**src/rtl/mux_n_reg_pkg.sv**
```systemverilog
// ---------------------------------------------------------------------------
// mux_n_reg_pkg
//   Shared defaults and helpers for the N:1 registered multiplexer.
//   Contents:
//     MUX_WIDTH_DEF / MUX_N_DEF  default data width and channel count
//     sel_mode_e                 channel-selection mode (fixed sel / round-robin)
//     mux_clog2()                ceil(log2(value)), used to derive the select width
// ---------------------------------------------------------------------------
package mux_n_reg_pkg;

  localparam int MUX_WIDTH_DEF = 8;
  localparam int MUX_N_DEF     = 4;

  typedef enum logic {
    SEL_FIXED = 1'b0,
    SEL_RR    = 1'b1
  } sel_mode_e;

  // Smallest r with 2**r >= value; a value of 1 still needs one select bit.
  function automatic int mux_clog2(input int value);
    int r;
    r = 1;
    for (int i = 1; i < 31; i++) begin
      if ((1 << i) < value) r = i + 1;
    end
    return r;
  endfunction

endpackage

```
**src/rtl/mux_n_reg_rr_pick.sv**
```systemverilog
// ---------------------------------------------------------------------------
// mux_n_reg_rr_pick
//   Round-robin channel picker for mux_n_reg (only instantiated when
//   MUX_RR_EN is defined). Holds the rotating priority pointer and finds the
//   first valid channel scanning ptr, ptr+1, ... modulo N.
//   Ports:
//     clk        rising-edge clock
//     rst_n      asynchronous active-low reset, pointer returns to 0
//     in_valid   per-channel valid
//     accept     a word from chan_c is taken this cycle (RR mode only)
//     chan_c     chosen channel index
//     found      at least one channel is valid, chan_c is meaningful
// ---------------------------------------------------------------------------
module mux_n_reg_rr_pick
  import mux_n_reg_pkg::*;
#(
  parameter int N  = MUX_N_DEF,
  parameter int SW = mux_clog2(MUX_N_DEF)
) (
  input  logic          clk,
  input  logic          rst_n,
  input  logic [N-1:0]  in_valid,
  input  logic          accept,
  output logic [SW-1:0] chan_c,
  output logic          found
);

  logic [SW-1:0] ptr_q;
  logic [SW-1:0] ptr_d;
  int            idx;

  // Walk the offsets from the far end back to zero so the nearest valid
  // channel after the pointer is the one left standing.
  always_comb begin
    chan_c = '0;
    found  = 1'b0;
    idx    = 0;
    for (int k = N - 1; k >= 0; k--) begin
      idx = int'(ptr_q) + k;
      if (idx >= N) idx = idx - N;
      if (in_valid[SW'(idx)]) begin
        chan_c = SW'(idx);
        found  = 1'b1;
      end
    end
  end

  always_comb begin
    ptr_d = ptr_q;
    if (accept) begin
      ptr_d = (32'(chan_c) == N - 1) ? '0 : chan_c + SW'(1);
    end
  end

  always_ff @(posedge clk or negedge rst_n) begin
    if (!rst_n) begin
      ptr_q <= '0;
    end else begin
      ptr_q <= ptr_d;
    end
  end

endmodule

```
**src/rtl/mux_n_reg.sv**
```systemverilog
// ---------------------------------------------------------------------------
// mux_n_reg
//   N:1 data multiplexer with a one-cycle registered output stage and a
//   valid/ready handshake on both sides. Full throughput: a held word can be
//   drained and replaced in the same cycle.
//
//   Build option: MUX_RR_EN
//     defined   -> rr_mode port present; rr_mode=1 selects the channel
//                  round-robin among valid inputs, rr_mode=0 uses sel.
//     undefined -> fixed selection through sel only.
//
//   Ports:
//     clk        rising-edge clock
//     rst_n      asynchronous active-low reset; clears the output stage
//     in_data    N channels, channel i at [i*WIDTH +: WIDTH]
//     in_valid   per-channel valid
//     in_ready   per-channel ready, at most one bit high
//     sel        channel select in fixed mode; sel >= N selects nothing
//     rr_mode    round-robin enable (MUX_RR_EN builds only)
//     out_data   registered data word
//     out_chan   channel that produced out_data
//     out_valid  out_data/out_chan hold a word
//     out_ready  consumer takes the held word
// ---------------------------------------------------------------------------
module mux_n_reg
  import mux_n_reg_pkg::*;
#(
  parameter int WIDTH = MUX_WIDTH_DEF,
  parameter int N     = MUX_N_DEF,
  parameter int SW    = mux_clog2(N)
) (
  input  logic             clk,
  input  logic             rst_n,
  input  logic [N*WIDTH-1:0] in_data,
  input  logic [N-1:0]     in_valid,
  output logic [N-1:0]     in_ready,
  input  logic [SW-1:0]    sel,
`ifdef MUX_RR_EN
  input  logic             rr_mode,
`endif
  output logic [WIDTH-1:0] out_data,
  output logic [SW-1:0]    out_chan,
  output logic             out_valid,
  input  logic             out_ready
);

  logic [WIDTH-1:0] chan_data [N];
  logic [SW-1:0]    chan_c;
  logic             chan_found;
  logic             fix_found;
  logic             can_load;
  logic             cur_valid;
  logic [WIDTH-1:0] cur_data;
  logic             accept;

  logic [WIDTH-1:0] data_q, data_d;
  logic [SW-1:0]    chan_q, chan_d;
  logic             valid_q, valid_d;

  always_comb begin
    for (int i = 0; i < N; i++) begin
      chan_data[i] = in_data[i*WIDTH +: WIDTH];
    end
  end

  // A select value beyond the last channel parks the mux: nothing is chosen.
  assign fix_found = (32'(sel) < N);

`ifdef MUX_RR_EN
  logic [SW-1:0] rr_c;
  logic          rr_found;
  sel_mode_e     mode;

  assign mode = rr_mode ? SEL_RR : SEL_FIXED;

  always_comb begin
    chan_c     = sel;
    chan_found = fix_found;
    if (mode == SEL_RR) begin
      chan_c     = rr_c;
      chan_found = rr_found;
    end
  end

  // The pointer only advances on words taken while in round-robin mode.
  mux_n_reg_rr_pick #(
    .N  (N),
    .SW (SW)
  ) u_rr_pick (
    .clk      (clk),
    .rst_n    (rst_n),
    .in_valid (in_valid),
    .accept   (accept && (mode == SEL_RR)),
    .chan_c   (rr_c),
    .found    (rr_found)
  );
`else
  assign chan_c     = sel;
  assign chan_found = fix_found;
`endif

  // Room in the output stage: empty, or the held word leaves this cycle.
  assign can_load = !valid_q || out_ready;

  // Ready depends only on selection and room, never on the chosen valid.
  always_comb begin
    in_ready  = '0;
    cur_valid = 1'b0;
    cur_data  = '0;
    for (int i = 0; i < N; i++) begin
      if (chan_found && (32'(chan_c) == i)) begin
        in_ready[i] = can_load;
        cur_valid   = in_valid[i];
        cur_data    = chan_data[i];
      end
    end
  end

  assign accept = cur_valid && can_load;

  always_comb begin
    data_d  = data_q;
    chan_d  = chan_q;
    valid_d = valid_q;
    if (accept) begin
      data_d  = cur_data;
      chan_d  = chan_c;
      valid_d = 1'b1;
    end else if (out_ready) begin
      valid_d = 1'b0;
    end
  end

  always_ff @(posedge clk or negedge rst_n) begin
    if (!rst_n) begin
      data_q  <= '0;
      chan_q  <= '0;
      valid_q <= 1'b0;
    end else begin
      data_q  <= data_d;
      chan_q  <= chan_d;
      valid_q <= valid_d;
    end
  end

  assign out_data  = data_q;
  assign out_chan  = chan_q;
  assign out_valid = valid_q;

endmodule

```
**config.mk**
```make
export PLATFORM = sky130hd
export DESIGN_NAME = mux_n_reg
export DESIGN_NICKNAME = d
export VERILOG_FILES = /design/src/rtl/mux_n_reg_pkg.sv /design/src/rtl/mux_n_reg_rr_pick.sv /design/src/rtl/mux_n_reg.sv
export SDC_FILE = /design/constraint.sdc
export NUM_CORES = 1
export LEC_CHECK = 0
export CAP_MARGIN = 20
export CORE_ASPECT_RATIO = 0.9
export CORE_MARGIN = 4
export CORE_UTILIZATION = 36
export CTS_CLUSTER_DIAMETER = 150
export CTS_CLUSTER_SIZE = 14
export DETAILED_ROUTE_END_ITERATION = 10
export HOLD_SLACK_MARGIN = 0.05
export MAX_ROUTING_LAYER = met4
export PLACE_DENSITY = 0.92
export REMOVE_ABC_BUFFERS = 1
export SYNTH_ARGS = -nofsm -noshare
export SYNTH_HDL_FRONTEND = slang
export SYNTH_SLANG_ARGS = --single-unit
export TNS_END_PERCENT = 5
```
**constraint.sdc**
```tcl
create_clock -name clk -period 4.1 [get_ports clk]
set_input_delay 1.23 -clock clk [delete_from_list [all_inputs] [get_ports clk]]
set_output_delay 1.23 -clock clk [all_outputs]
set_load 0.1 [all_outputs]
```
==> impl_metrics.ini, run 1 <==
[status]
status = completed

[route]
detail_route.wl_per_cell_um = 15.10
detail_route.drc_violations = 0
iter_0_drt_violations = 5
wl_mm = 1.978
vias = 663
drtAntennaViolNets = 0
mean_number_of_vias_per_cell = 5.061
first_pass_iters = 2

[clock_network]
insertion_delay_ns = 0.26
buffers_inserted_by_post_cts_timing_repair = 0
cts_tree = yes
numClockSinks = 11
clock_buffers_created_by_tritoncts = 3
cts.repair.resized = 0
h-tree-depth = 1
cts-root-buf = sky130_fd_sc_hd__clkbuf_4
max_clock_buf_depth = 2
path_clk_slew_ns = 0.07
hold_buffers = 0

[synthesis]
syn-cell-area_um2 = 739.5
synthXorXnorAreaFrac = 0
synth-compound-area-share = 0.03215
post_synth_mux_area_share = 0.4585
syn_area_per_cell_um2 = 15.41
yosys.area_share.adder = 0
synth.yosys.seq_area_share = 0.3723
synth-simple-area-share = 0.08122
postSynthCellCount = 48
yosysWarningCount = 0
ys_types = 20
yosys_register_bits = 11
synth_top_family_by_area = multiplexers

[placed_design]
place.detailed.hpwl_mm = 1.676
finalWeightedCongestion = 0.8141
io_buffer_count = 55

[cells_and_area]
layout_commonest_cell = sky130_fd_sc_hd__clkdlybuf4s50_1
mostFrequentLayoutCells = 51 x sky130_fd_sc_hd__clkdlybuf4s50_1, 11 x sky130_fd_sc_hd__dfrtp_1, 9 x sky130_fd_sc_hd__mux2_4
drive_gt1_frac = 0.2547
diodes = 0
design.final.nets = 148
flow.area_growth_from_synthesis_pct = 85.62

[timing]
rsz0062_at_grt = false
timing.slew.headroom = 0.3334
tightestPinTransition_ns = 0.9967
setup_violations = 0
fin_skew_ns = 0.004887
layout_worst_path_cycle_share = 0.9071
finalHoldViolCount = 0
finalCriticalPeriod_ns = 3.719
worst_hold_slack_ns = 0.5097
slew_viol_final = 0
finalSetupTns_ns = 0
f_max_mhz = 268.9

[die]
die_width_um = 55.78
top_level_ports = 56
initial_cell_density_of_the_core = 0.3825
die_area_um2 = 2844
fp.dieH_um = 51.00
placementRows = 15
fp.coreArea_um2 = 1933

[grt]
grt_overflow_total = 0
grt.total_usage = 0.1487
initial_antenna_violation_count = 0
grt_start_max_net_pins = 12
first_global_vias = 668
grt_pass1_wl_mm = 3.139

[critical_path]
crit_fanout = 10
setup.worst_path.end_class = output pin
cp_slowest_stage_delay_ns = 0.70
start_kind = primary input
crit_chain = clkdlybuf4s50_1, nand2_1, nor2_1, buf_12
timing.setup.critical_path_class = primary input to output pin
cp.arrival_ns = 2.49
data_required_time_at_the_worst_endpoint_ns = 2.87
cpMaxStageDelayCell = sky130_fd_sc_hd__clkdlybuf4s50_1

[pwr]
vdd_ir_drop_max_v = 0.0002789
power_density_nw_per_um2 = 452.0
totalPowerFinal_uw = 620.4
p_leak_uw = 0.0005792

[min_path]
min_path_type = register to register

[flow_run]
cap_violations = 0
[per-stage QoR]
| stage | util | cell area [µm²] | setup slack (ns) | std cells |
|---|---|---|---|---|
| floorplan | - | 701.9 | -0.6347 | 44 |
| global placement | 0.6964 | 1346 | 0.4110 | 127 |
| detailed placement | 0.6964 | 1346 | 0.3641 | 127 |
| CTS | 0.7100 | 1373 | 0.3649 | 131 |
| global route | 0.7100 | 1373 | 0.3076 | 131 |
| finish | 0.7100 | 1373 | 0.3807 | 131 |
[worst paths after layout]
check	start	to	slack, ns	cells past startpoint
setup / recovery	sel[1]	in_ready[2]	0.38	4
min in group asynchronous	rst_n	out_data[1]	1.29	1
hold / removal	out_data[1]	out_data[1]	0.51	1
setup reg to reg	out_valid	out_data[2]	2.24	4
hold reg to reg	out_data[1]	out_data[1]	0.51	1
max in group asynchronous	rst_n	out_valid	2.49	1
[layout make-up]
| cell class | count | area, µm² |
|---|---|---|
| flip-flops and latches | 11 | 275.3 |
| well taps | 25 | 31.28 |
| inverters | 1 | 3.754 |
| multi-input cells | 32 | 422.9 |
| repair buffers | 58 | 613.1 |
| fillers | 149 | 560.5 |
| clock buffers | 4 | 26.28 |
[cells by family (layout without fill, tap and decap cells)]
logic type | Yosys count | count (layout)
buf+inv | 5 | 63
mux | 19 | 19
flops | 11 | 11
simple gates | 10 | 10
compound gates | 3 | 3
[cells in the mapped netlist]
library cell / instances / area (µm²)
sky130_fd_sc_hd__a21o_1: 1 / 7.510
sky130_fd_sc_hd__and3_1: 1 / 6.260
sky130_fd_sc_hd__buf_6: 3 / 33.78
sky130_fd_sc_hd__clkbuf_1: 1 / 3.750
sky130_fd_sc_hd__dfrtp_1: 11 / 275.3
sky130_fd_sc_hd__inv_1: 1 / 3.750
sky130_fd_sc_hd__mux2_4: 9 / 135.1
sky130_fd_sc_hd__mux2i_1: 2 / 20.02
sky130_fd_sc_hd__mux4_1: 1 / 26.28
sky130_fd_sc_hd__mux4_2: 7 / 157.7
sky130_fd_sc_hd__nand2_1: 2 / 7.510
sky130_fd_sc_hd__nand2b_1: 1 / 6.260
sky130_fd_sc_hd__nor2_1: 1 / 3.750
sky130_fd_sc_hd__nor2b_1: 1 / 6.260
sky130_fd_sc_hd__nor3_1: 1 / 5.000
sky130_fd_sc_hd__nor3_2: 1 / 10.01
sky130_fd_sc_hd__nor3b_1: 1 / 7.510
sky130_fd_sc_hd__o21ba_1: 1 / 10.01
sky130_fd_sc_hd__o22ai_1: 1 / 6.260
sky130_fd_sc_hd__or2b_1: 1 / 7.510
[critical path: cells and delay by family]
family	cells	cell delay (ns)
buffers and inverters	2	0.90
and+or+nand+nor	2	0.35
[flip-flops by register name, summed over array words and instances, names as in the netlist]
signal	cells
out_valid	1
out_data	8
out_chan	2
[report_power, final]
group          switching, µW  leakage (µW)  internal [µW]
logic                    262      0.000437            138
registers               15.1      0.000127            135
clock network           33.3     0.0000150           37.6
[metal layers]
| metal | track usage | share of wire |
|---|---|---|
| met1 | 0.1759 | 0.43 |
| met4 | 0.04858 | 0 |
| met3 | 0.07323 | 0.14 |
| met5 | - | 0 |
| met2 | 0.2224 | 0.43 |
(Power assumes the default switching activity.)
==> run 2, diff against run 1 <==
Settings changed: TNS_END_PERCENT 5 to not set.
==> results of run 2 <==
Same layout as run 1: the final DEF is identical, and so are final timing and power.
